[src/rtl/keypad_scan_ctrl.sv]
// keypad_scan_ctrl: 4x4 matrix keypad scanner with a row synchronizer,
// press/release debounce and hex key encoding.
// Optional feature macro: KEYPAD_REPEAT_EN adds auto-repeat pulses on key_valid
// while a key is held. The default build has no repeat logic.
module keypad_scan_ctrl #(
    parameter int SCAN_DIV     = 16,
    parameter int DEBOUNCE_CNT = 1000,
    parameter int REPEAT_DLY   = 50000
) (
    input  logic       clock,
    input  logic       rst_n,
    input  logic [3:0] row_in,
    output logic [3:0] col_out,
    output logic [1:0] col_idx,
    output logic [3:0] key_code,
    output logic       key_valid,
    output logic       key_held
);

    localparam int DIV_W = (SCAN_DIV > 1) ? $clog2(SCAN_DIV) : 1;
    localparam int DEB_W = (DEBOUNCE_CNT > 1) ? $clog2(DEBOUNCE_CNT) : 1;
    localparam logic [DIV_W-1:0] DWELL_LAST = DIV_W'(SCAN_DIV - 1);
    localparam logic [DEB_W-1:0] DEB_LAST   = DEB_W'(DEBOUNCE_CNT - 1);

    if (SCAN_DIV < 4 || DEBOUNCE_CNT < 2 || REPEAT_DLY < 2) begin : g_param_check
        $error("keypad_scan_ctrl: parameter below its minimum");
    end

    typedef enum logic [1:0] {
        SCAN     = 2'd0,
        DEBOUNCE = 2'd1,
        PRESSED  = 2'd2,
        RELEASE  = 2'd3
    } state_t;

    state_t           state_q, state_d;
    logic [3:0]       sync1_q, rs_q;
    logic [1:0]       col_idx_q, col_idx_d;
    logic [DIV_W-1:0] dwell_q, dwell_d;
    logic [DEB_W-1:0] deb_q, deb_d;
    logic [3:0]       latch_q, latch_d;
    logic [3:0]       key_code_q, key_code_d;
    logic             key_valid_q, key_valid_d;
    logic             key_held_q, key_held_d;
`ifdef KEYPAD_REPEAT_EN
    localparam int REP_W = $clog2(REPEAT_DLY);
    localparam logic [REP_W-1:0] REP_LAST = REP_W'(REPEAT_DLY - 1);
    logic [REP_W-1:0] rep_q, rep_d;
`endif

    // Exactly one row pulled low means a single unambiguous key.
    function automatic logic single_zero(input logic [3:0] r);
        return (r == 4'b1110) || (r == 4'b1101) || (r == 4'b1011) || (r == 4'b0111);
    endfunction

    // Keypad legend: columns 0..3 across, rows 0..3 down, bottom-right is 0.
    function automatic logic [3:0] key_map(input logic [1:0] col, input logic [3:0] r);
        logic [3:0] code;
        case ({col, r})
            6'b00_1110: code = 4'h1;
            6'b00_1101: code = 4'h5;
            6'b00_1011: code = 4'h9;
            6'b00_0111: code = 4'hD;
            6'b01_1110: code = 4'h2;
            6'b01_1101: code = 4'h6;
            6'b01_1011: code = 4'hA;
            6'b01_0111: code = 4'hE;
            6'b10_1110: code = 4'h3;
            6'b10_1101: code = 4'h7;
            6'b10_1011: code = 4'hB;
            6'b10_0111: code = 4'hF;
            6'b11_1110: code = 4'h4;
            6'b11_1101: code = 4'h8;
            6'b11_1011: code = 4'hC;
            default:    code = 4'h0;
        endcase
        return code;
    endfunction

    // Two-flop synchronizer for the asynchronous row lines (idle high).
    always_ff @(posedge clock or negedge rst_n) begin
        if (!rst_n) begin
            sync1_q <= 4'b1111;
            rs_q    <= 4'b1111;
        end else begin
            sync1_q <= row_in;
            rs_q    <= sync1_q;
        end
    end

    // Next-state logic: scan columns, debounce press, hold, debounce release.
    always_comb begin
        state_d     = state_q;
        col_idx_d   = col_idx_q;
        dwell_d     = dwell_q;
        deb_d       = deb_q;
        latch_d     = latch_q;
        key_code_d  = key_code_q;
        key_valid_d = 1'b0;
        key_held_d  = key_held_q;
`ifdef KEYPAD_REPEAT_EN
        rep_d       = rep_q;
`endif
        case (state_q)
            SCAN: begin
                if (dwell_q == DWELL_LAST) begin
                    dwell_d = '0;
                    if (single_zero(rs_q)) begin
                        latch_d = rs_q;
                        deb_d   = '0;
                        state_d = DEBOUNCE;
                    end else begin
                        col_idx_d = col_idx_q + 2'd1;
                    end
                end else begin
                    dwell_d = dwell_q + 1'b1;
                end
            end
            DEBOUNCE: begin
                if (rs_q == latch_q) begin
                    if (deb_q == DEB_LAST) begin
                        deb_d       = '0;
                        state_d     = PRESSED;
                        key_code_d  = key_map(col_idx_q, latch_q);
                        key_valid_d = 1'b1;
                        key_held_d  = 1'b1;
`ifdef KEYPAD_REPEAT_EN
                        rep_d       = '0;
`endif
                    end else begin
                        deb_d = deb_q + 1'b1;
                    end
                end else begin
                    // Bounce: give up on this column and move on.
                    deb_d     = '0;
                    dwell_d   = '0;
                    col_idx_d = col_idx_q + 2'd1;
                    state_d   = SCAN;
                end
            end
            PRESSED: begin
                if (rs_q == 4'b1111) begin
                    deb_d   = '0;
                    state_d = RELEASE;
                end
`ifdef KEYPAD_REPEAT_EN
                else if (rep_q == REP_LAST) begin
                    rep_d       = '0;
                    key_valid_d = 1'b1;
                end else begin
                    rep_d = rep_q + 1'b1;
                end
`endif
            end
            RELEASE: begin
                if (rs_q == 4'b1111) begin
                    if (deb_q == DEB_LAST) begin
                        deb_d      = '0;
                        dwell_d    = '0;
                        key_held_d = 1'b0;
                        col_idx_d  = col_idx_q + 2'd1;
                        state_d    = SCAN;
                    end else begin
                        deb_d = deb_q + 1'b1;
                    end
                end else begin
                    deb_d   = '0;
                    state_d = PRESSED;
`ifdef KEYPAD_REPEAT_EN
                    rep_d   = '0;
`endif
                end
            end
            default: state_d = SCAN;
        endcase
    end

    // State and registered outputs.
    always_ff @(posedge clock or negedge rst_n) begin
        if (!rst_n) begin
            state_q     <= SCAN;
            col_idx_q   <= 2'd0;
            dwell_q     <= '0;
            deb_q       <= '0;
            latch_q     <= 4'b1111;
            key_code_q  <= 4'h0;
            key_valid_q <= 1'b0;
            key_held_q  <= 1'b0;
`ifdef KEYPAD_REPEAT_EN
            rep_q       <= '0;
`endif
        end else begin
            state_q     <= state_d;
            col_idx_q   <= col_idx_d;
            dwell_q     <= dwell_d;
            deb_q       <= deb_d;
            latch_q     <= latch_d;
            key_code_q  <= key_code_d;
            key_valid_q <= key_valid_d;
            key_held_q  <= key_held_d;
`ifdef KEYPAD_REPEAT_EN
            rep_q       <= rep_d;
`endif
        end
    end

    assign col_out   = ~(4'b0001 << col_idx_q);
    assign col_idx   = col_idx_q;
    assign key_code  = key_code_q;
    assign key_valid = key_valid_q;
    assign key_held  = key_held_q;

endmodule

[config.mk]
export PLATFORM = sky130hd
export DESIGN_NAME = keypad_scan_ctrl
export DESIGN_NICKNAME = d
export VERILOG_FILES = /design/src/rtl/keypad_scan_ctrl.sv
export SDC_FILE = /design/constraint.sdc
export NUM_CORES = 1
export LEC_CHECK = 0
export ABC_AREA = 1
export CAP_MARGIN = 30
export CORE_MARGIN = 4
export CORE_UTILIZATION = 35
export DETAILED_ROUTE_END_ITERATION = 7
export GPL_ROUTABILITY_DRIVEN = 1
export PLACE_DENSITY_LB_ADDON = 0.25
export SETUP_SLACK_MARGIN = 0.05
export SYNTH_ARGS = -nofsm -noshare
export SYNTH_HDL_FRONTEND = slang
export SYNTH_SLANG_ARGS = --single-unit
[constraint.sdc]
create_clock -name clock -period 1.5 [get_ports clock]
set_clock_uncertainty 0.05 [all_clocks]
set_input_delay 0.3 -clock clock [delete_from_list [all_inputs] [get_ports clock]]
set_output_delay 0.3 -clock clock [all_outputs]
set_load 0.02 [all_outputs]
Word level (Yosys, flattened, before mapping). Memory sizes are Yosys's and may differ from the RTL's. A register that Yosys moved wholly into a read port is not among the register bits. Cells that the tools add are included.

Shift operators: 1. Multiplexer cells: 34. Bitwise logic cells: 1. Reduce and logical (&&, ||, !) cells: 14. Equality and inequality tests: 22. Add/sub/neg operators: 3.

Operators by type and width (number): $mux W10 (6); $pmux W10 S4 (1); $mux W2 (12); $eq A4 B4 Y1 const B (5); $ne A2 B2 Y1 const B (9); $mux W4 (4); $pmux W4 S3 (1); $add A10 B1 Y10 const B (1); $eq A10 B10 Y1 const B (1); $reduce_and A5 Y1 (2); $reduce_and A3 Y1 (3); $pmux W2 S4 (1); $mux W1 (7); $ne A3 B3 Y1 const B (2); $pmux W2 S3 (1); $reduce_and A6 Y1 (1); $add A4 B1 Y4 const B (1); $eq A2 B2 Y1 const B (2); $eq A4 B3 Y1 const B (1); $eq A4 B4 Y1 (1); $not A4 Y4 (1); $reduce_and A4 Y1 (1); $shl A1 B2 Y4 const A (1); $logic_or A1 B1 Y1 (3); other kinds (7) (7).

Bits in read-only memories: 256. Logic and storage cells: 85. Flip-flop bits (word level): 32. Memories kept: 1.

Memory list: (no name shown) (words 64, bits a word 4, rd ports 1, clocked after memory_dff 1, wr ports 0, line 59) `case ({col, r})`.

Depth between registers and ports, before layout. Gate-level depths: netlist (run 1).

Depth after elaboration: 7. Depth in mapped cells: 9. Gate-level depth less buffers: 9.

Worst setup path before layout (run 1). No wires, ideal clock.

Kind: flip-flop to flip-flop. From: register deb_q[0]. To: register col_idx_q[0] (netlist: col_idx[0]). Cell stages (with the launch flop): 10. Setup time: 0.121 ns. Setup slack: -0.012 ns. Arrival time: 1.341 ns. Path through: dfrtp_1 ha_1 nand2_1 nor2_4 nand3_4 nand2_2 nand3_2 buf_6 o21bai_1 nand2_1.

Longest elaborated chain between the ends: 3.

RTL lines: start, declared (line 40) `logic [DEB_W-1:0] deb_q, deb_d;`; start signal, assigned (line 184) `deb_q <= '0;`; start signal, assigned (line 196) `deb_q <= deb_d;`; $eq A10 B10 Y1 (line 157) `if (deb_q == DEB_LAST) begin`; $ne A2 B2 Y1 (no line); $reduce_and A6 Y1 (no line); end signal, assigned (line 194) `col_idx_q <= col_idx_d;`; end, declared (line 38) `logic [1:0] col_idx_q, col_idx_d;`.

No other way between the ends. A chain may end at the register's enable or synchronous reset.

Worst setup path in the final report (run 1).
From: register rs_q[3]. To: register dwell_q[2].

Longest elaborated chain between the ends: 3. Elaborated cells between the ends (all ways): 5. Classes of those cells: 4 x eq/ne; 1 x reduce/logical.

RTL lines: start, declared (line 37) `logic [3:0] sync1_q, rs_q;`; start signal, assigned (line 87) `rs_q <= sync1_q;`; $eq A4 B4 Y1, on equally long branches (line 120, 156); $ne A2 B2 Y1 (no line); $reduce_and A4 Y1 (no line) (*); end signal, assigned (line 195) `dwell_q <= dwell_d;`; end, declared (line 39) `logic [DIV_W-1:0] dwell_q, dwell_d;`.

Every way passes the cells marked *; elsewhere a longest branch is shown, timed or not.

==> results of run 1 <==
-- cell usage after synthesis (2+ instances only) --
master	instances	share of area, %
o21bai_1	3	1.1
o21ai_1	6	1.4
nor2_1	20	3.5
dfrtp_1	24	28
inv_2	4	0.70
o21ai_0	6	1.4
or2_2	3	0.88
inv_1	34	6.0
ha_1	9	5.3
nand3_2	2	0.94
dfstp_2	12	15
nor2_4	3	1.6
nand4_1	2	0.58
xor2_1	3	1.2
nand3_1	43	10
nand2_1	83	15
nand3b_1	2	0.70
buf_4	2	0.70
a21oi_1	5	1.2
nor2_2	2	0.58
-- state kept, by name, summed over array words and instances, names as in the netlist --
register   cells
dwell_q        4
rs_q           4
latch_q        4
deb_q         10
state_q        2
sync1_q        4
key_valid      1
key_code       4
key_held       1
col_idx        2
-- worst reg2reg max path: stages, from the launching register on --
cell	delay [ns]
dfstp_2	0.59
nand2_4	0.08
nor2_4	0.14
inv_2	0.07
o21ai_4	0.19
buf_4	0.16
nand3_4	0.10
nand2_1	0.10
o21ai_1	0.07
-- cell type report --
type	instances	area [um2]
inverter	39	161
fill	483	2460
clock buffer	5	68.8
clock inverter	3	42.5
multi-input combinational	203	1460
tap	75	93.8
timing repair buffer	82	723
sequential	36	917
-- stage by stage --
stage	setup slack, ns	cell area, um2	power, mW	util [%]	std cells
2_1_floorplan	0.0115	2160	2.01	-	280
3_3_place_gp	-0.158	2750	2.65	46.4	415
3_5_place_dp	-0.201	2750	2.68	46.4	415
4_1_cts	-0.116	3160	3.80	53.3	435
5_1_grt	-0.271	3460	4.36	58.5	443
6_report	-0.165	3460	4.09	58.5	443
-- kinds of logic (layout without fill, tap and decap cells) --
group | Yosys count | after routing
simple gates | 165 | 166
compound gates | 25 | 25
flops | 36 | 36
fa+ha+maj | 9 | 9
buf+inv | 42 | 129
xor+xnor | 3 | 3
-- report_power, final --
part           leakage (nW)  internal (mW)  switching (mW)  total (mW)
clock network        0.0541          0.492           0.378       0.870
logic                  1.24          0.965           0.944        1.91
registers             0.447           1.17           0.147        1.32
total                  1.74           2.63            1.47        4.09
-- timing repair --
item	CTS	global route
gates cloned	0	1
endpoints found under the hold margin	8	0
pin swaps	25	25
setup buffers	11	8
hold buffers	1	0
setup endpoints to repair	39	33
gates resized for setup	99	65
-- per-layer routing --
metal  share of wire [%]  GRT usage [%]  wire length [um]
met1                  42           18.9              2540
met2                  53           28.3              3170
met3                 2.5           3.42               151
met4                 2.0           6.66               122
met5                   0              0                 0
-- worst paths after layout --
path	startpoint	to	slack, ns
worst max-delay path	rs_q[3]	dwell_q[2]	-0.16
worst min-delay path	sync1_q[0]	rs_q[0]	0.31
worst max register to register	rs_q[3]	dwell_q[2]	-0.16
worst min register to register	sync1_q[0]	rs_q[0]	0.31
max in group asynchronous	rst_n	sync1_q[1]	0.43
min in group asynchronous	rst_n	key_code[1]	0.40
==> metrics.md, run 1 <==
| Metric | Value |
|---|---|
| WS Path Type | `reg -> reg` |
| Final net count | `382` |
| Max Cap Viol | `0` |
| R2R depth | `8` |
| Residual DRC | `0` |
| Vias | `2159` |
| Initial Utilization | `between 30% and 40%` |
| ANT nets after route | `0` |
| Insertion delay to the later sink of the worst-skew pair | `0.30 ns` |
| CP required | `~1.6 ns` |
| EDFF count, synth | `0` |
| DP HPWL | `approximately 3800 um` |
| Setup violations, final | `30` |
| Worst-path clk slew | `0.08 ns` |
| Simple-Gate Fraction of Synth Area | `between 30% and 40%` |
| Initial antenna violation count | `0` |
| Die Y | `~86 um` |
| Register area share after synthesis | `42.8%` |
| Layout cells sized above 1 | `~52%` |
| Total clock sinks | `36` |
| CP delay by family, top | `flip-flops` |
| Site row count | `28` |
| First-pass GRT wire length | `around 9600 um` |
| Leak pwr | `around 1.7 nW` |
| CP max stage delay | `0.59 ns` |
| Worst vdd ir | `a little over 0.6 mV` |
| Fmax | `601 MHz` |
| Final Hold Viols | `0` |
| # IOs | `18` |
| Yosys warnings | `0` |
| Hold path depth | `0` |
| Pins Over Slew Limit | `0` |
| Slowest CP cell | `dfstp_2` |
| Post-synthesis mux area share | `0%` |
| Worst-margin pin slew | `around 0.4 ns` |
| H-tree depth | `2` |
| Largest family of logic cells by synthesized area | `simple AND/OR/NAND/NOR gates` |
| N_diodes | `0` |
| Hold WC Path Type | `reg -> reg` |
| WHS | `about 0.3 ns` |
| Commonest cells after routing, fill and taps aside | `nand2_1, buf_4, nand3_1, dfrtp_1, inv_1` |
| DIE AREA | `approximately 0.0074 mm2` |
| Core Region | `between 0.005 and 0.006 mm2` |
| Commonest non-fill, non-tap cell in the layout | `nand2_1` |
| Cell count along the critical path | `8` |
| Aggregate global-route resource usage | `~16%` |
| DR iter-0 viols | `67` |
| Top_reg_cell synth | `dfrtp_1` |
| Vias in the first global route | `2222` |
| Final wirelength | `approximately 6000 um` |
| CTS max path bufs | `2` |
| Overflow after GRT | `0` |
| Die width | `around 86 um` |
| Period utilization | `111%` |
| Critical Path, Cell by Cell | `nand2_4 > nor2_4 > inv_2 > o21ai_4 > buf_4 > nand3_4 > nand2_1 > o21ai_1` |
| Post-Synthesis Cells | `280` |
| Largest net degree at the start of global routing | `19` |
| Final min period | `roughly 1.7 ns` |
| Root Buffer | `clkbuf_8` |
| # port buffers | `17` |
| Syn_nets | `roughly 300` |
| Worst Setup Start Kind | `register` |
| 1st-pass router iterations | `4` |
| PnR worst setup slack | `-0.165 ns` |
| CTS tree | `done` |
| Fin Setup TNS | `-1.85 ns` |
| Slew headroom | `73.6%` |
| XOR/XNOR Fraction of Synth Area | `between 1 and 1.5%` |
| Wire per inst | `about 14 um` |
| CTS buffer count | `5` |
| Failing checks | `negative setup slack` |
| Cell area after synthesis | `0.00214 mm2` |
| Area Overhead vs Synth | `61.7%` |
| Global placer's final weighted congestion | `between 0.8 and 0.9` |
| Power Density | `1180 mW/mm2` |
| Syn_area_per_cell | `between 7 and 8 um2` |
| CP bufs+invs | `2` |
| Crit path DAT | `approximately 1.8 ns` |
| Outcome | `finished with violations` |
| RSZ-0062 raised after global routing | `true` |
| Compound-Gate Fraction of Synth Area | `under 10%` |
| Adder-Cell Fraction of Synth Area | `between 5 and 6%` |
| Nature of the critical path endpoint | `register` |
| FFs w/ async S/R, synth | `100%` |
| Synth unique cells | `32` |
| Crit-path max FO | `5` |
| #FFs+latches synth | `36` |
| Vias per cell | `just under 5` |
Note: power is estimated with default switching activity, not from simulation.
==> run 2, diff against run 1 <==
- ABC_AREA: 1 -> unset
- DONT_BUFFER_PORTS: unset -> 1
==> run 2 against run 1 <==
Net effect: the run still ends with negative setup slack left; sequential cell count unchanged; clock-buffer cell count unchanged; hold slack worse by 0.0014 ns; register-to-register slack worse by 0.27 ns; core utilization down 5.8 points; wire length down 21%; worst setup slack worse by 0.27 ns; critical path type unchanged; largest power group unchanged.
==> metrics.md, run 2 <==
| Metric | Value |
|---|---|
| Met1 WL | `2050 um (-19%)` |
| Worst Setup Start Kind | `register` |
| Residual DRC | `0 (unchanged)` |
| Area Overhead vs Synth | `45.5%` |
| Vias | `1646 (-24%)` |
| #FFs+latches synth | `36 (unchanged)` |
| Top_reg_cell synth | `dfrtp_1` |
| DP Cell Count | `299 (-28%)` |
| Die width | `83.5 um (-3.2%)` |
| Outcome | `finished with violations` |
| Final Util | `52.7% (-5.8 points)` |
| Worst vdd ir | `0.794 mV (+28%)` |
| Largest net degree at the start of global routing | `37 (+18)` |
| EDFF count, synth | `0 (unchanged)` |
| Largest Register | `deb_q` |
| Total clock sinks | `36 (unchanged)` |
| Register area share after synthesis | `46.0% (+3.2 points)` |
| CTS tree | `done` |
| Clock network power share | `17.9% (-3.3 points)` |
| CTS buffer count | `5 (unchanged)` |
| Post-synth top cells | `dfrtp_1, nor2_1, a21oi_1, dfstp_2, inv_1` |
| Hold WC Path Type | `reg -> reg` |
| Insertion delay to the later sink of the worst-skew pair | `0.29 ns (about the same)` |
| Setup violations, final | `28 (-6.7%)` |
| Post-Synthesis Cells | `184 (-34%)` |
| Power Density | `1320 mW/mm2 (+12%)` |
| Vias per cell | `5.06 (+3.9%)` |
| Initial antenna violation count | `0 (unchanged)` |
| Die Y | `83.5 um (-3.2%)` |
| Most common cell in the netlist | `dfrtp_1` |
| Worst-margin pin slew | `0.316 ns (-0.0799 ns)` |
| Overflow after GRT | `0 (unchanged)` |
| CTS max path bufs | `2 (unchanged)` |
| Crit-path max FO | `5 (unchanged)` |
| ANT nets after route | `0 (unchanged)` |
| Fmax | `517 MHz (-14%)` |
| Nature of the critical path endpoint | `register` |
| Final min period | `1.94 ns (+0.270 ns)` |
| H-tree depth | `2 (unchanged)` |
| CP required | `1.63 ns (about the same)` |
| Commonest non-fill, non-tap cell in the layout | `buf_4` |
| WHS | `0.308 ns (-0.00135 ns)` |
| Cell area after synthesis | `0.00199 mm2 (-6.9%)` |
| DR iter-0 viols | `75 (+12%)` |
| Slowest CP cell | `dfstp_2` |
| Final wirelength | `4760 um (-21%)` |
| Yosys warnings | `0 (unchanged)` |
| Synth top area share | `30.1% (+2.1 points)` |
| FFs w/ async S/R, synth | `100% (unchanged)` |
| Reg power frac | `34.5% (+2.4 points)` |
| Int Pwr | `2.41 mW (-8.1%)` |
| DIE AREA | `0.00697 mm2 (-6.3%)` |
| Final Hold Viols | `0 (unchanged)` |
| Core Region | `0.00551 mm2 (-7.0%)` |
| Critical Path, Cell by Cell | `xor2_2 > nor4_4 > buf_4 > nand2b_2 > nor4_4 > buf_4 > mux2_4` |
| Slew headroom | `78.8% (+5.2 points)` |
| Layout cells sized above 1 | `53.8% (+2.1 points)` |
| PnR worst setup slack | `-0.435 ns (-0.270 ns)` |
| WS Path Type | `reg -> reg` |
| Commonest cells after routing, fill and taps aside | `buf_4, dfrtp_1, dfstp_2, nor2_1, nand2_1` |
| Initial Utilization | `36.2% (+0.038 points)` |
| # IOs | `18 (unchanged)` |
| Global placer's final weighted congestion | `0.826 (-2.6%)` |
| Synth unique cells | `45 (+41%)` |
| Final net count | `267 (-30%)` |
| Failing checks | `negative setup slack` |
| First-pass GRT wire length | `7700 um (-20%)` |
| Aggregate global-route resource usage | `13.6% (-2.5 points)` |
| RSZ-0062 raised after global routing | `true` |
| Pwr Total | `3.84 mW (-6.2%)` |
| Pins Over Slew Limit | `0 (unchanged)` |
| Period utilization | `129% (+18 points)` |
| Site row count | `27 (-3.6%)` |
| Leak pwr | `1.33 nW (-24%)` |
| Vias in the first global route | `1658 (-25%)` |
| Root Buffer | `clkbuf_8` |
| Crit path DAT | `2.07 ns (+0.27 ns)` |
| Yosys top cell by area | `dfrtp_1` |
| Max Cap Viol | `0 (unchanged)` |
| Worst-path clk slew | `0.08 ns (about the same)` |
| Synth area leaders | `dfrtp_1, dfstp_2, ha_1, mux2i_1, mux2_2` |
| Sw Pwr | `1.43 mW (-2.9%)` |
| Comb pwr share | `47.5% (+0.9 points)` |
| Metal2 WL | `2460 um (-22%)` |
| # port buffers | `0 (-17)` |
| Fin cells | `325 (-27%)` |
| Syn_area_per_cell | `10.8 um2 (+42%)` |
| Metal3 WL | `207 um (+37%)` |
| CP max stage delay | `0.56 ns (-0.03 ns)` |
| Switching share of power | `37.1% (+1.3 points)` |
| Highest Signal Layer | `met4` |
| DP HPWL | `3330 um (-13%)` |
| Max reg flops | `10 (unchanged)` |
| N_diodes | `0 (unchanged)` |
| Syn_nets | `199 (-33%)` |
| Wire per inst | `14.6 um (+8.3%)` |
| 1st-pass router iterations | `4 (unchanged)` |
## run 2: changes by cell type after synthesis, moves of 5 or more
cell,previous run,this run
nand2_1,83,10
nand3_1,43,5
inv_1,34,12
a21oi_1,5,12
mux2i_1,0,7
mux2_2,0,6
nor2_1,20,14
a22o_1,0,5
o21ai_1,6,1
## run 2: layer usage
layer	up-vias	track usage [%]
li1	789	-
met1	819	16.8
met2	34	23.0
met3	4	3.95
met4	0	3.95
met5	-	0
## run 2: cell type report
cell class / count / area (um2)
Fill cell: 469 / 2610
Multi-Input combinational cell: 126 / 1140
Sequential cell: 36 / 918
Timing Repair Buffer: 71 / 623
Tap cell: 72 / 90.1
Clock buffer: 5 / 68.8
Inverter: 12 / 45.0
Clock inverter: 3 / 18.8
## run 2: worst max-delay path, delay by kind of cell, from the launching register on
family / cells / cell delay [ns]
buffers and inverters: 2 / 0.36
multiplexers: 1 / 0.30
AND/OR/NAND/NOR: 3 / 0.46
XOR/XNOR: 1 / 0.09
flip-flops: 1 / 0.56
## run 2: path summary, 6_finish.rpt
path	cells past startpoint	start	to	slack, ns
hold / removal	0	sync1_q[3]	rs_q[3]	0.31
setup / recovery	7	rs_q[2]	key_code[3]	-0.44
max in group asynchronous	2	rst_n	rs_q[0]	0.73
min in group asynchronous	2	rst_n	key_code[2]	0.42
hold reg to reg	0	sync1_q[3]	rs_q[3]	0.31
setup reg to reg	7	rs_q[2]	key_code[3]	-0.44
## run 2: power by group through the flow
| stage | registers (mW) | clock network [mW] | logic, mW |
|---|---|---|---|
| detailed placement | 1.36 | 0 | 1.50 |
| finish | 1.33 | 0.688 | 1.82 |
| floorplan | 1.36 | 0 | 0.925 |
| global route | 1.35 | 0.785 | 1.99 |
| CTS | 1.31 | 0.724 | 1.73 |
| global placement | 1.35 | 0 | 1.40 |
## run 2: stage by stage
step	setup TNS (ns)	setup WS [ns]	cell area, um2
after floorplan	-6.67	-0.467	2050
after global placement	-8.20	-0.443	2480
after detailed placement	-9.39	-0.530	2480
after CTS	-8.74	-0.451	2760
after global routing	-11.36	-0.527	2900
final	-8.90	-0.435	2900
## run 2: repair_timing
item                                   CTS  global route
setup buffers                            7             4
setup endpoints to repair               32            32
pin swaps                                9            12
cloned                                   0             1
endpoints found under the hold margin   40             0
resized for setup                       21            22
hold buffers                             6             0
## run 2: kinds of logic after synthesis
kind of cell	Yosys count	synth area share [%]
buffers and inverters	22	5.27
AOI/OAI and AO/OA	38	12.7
DFF	36	46.0
and+or+nand+nor	53	15.8
xor gates and xnor gates	9	4.71
adders and majority gates	9	5.65
muxes	17	9.92
==> run 3, diff against run 2 <==
- CAP_MARGIN: 30 -> 40
- CTS_CLUSTER_SIZE: unset -> 40
==> results of run 3 <==
The final DEF is identical to that of run 2; final timing and power are the same.
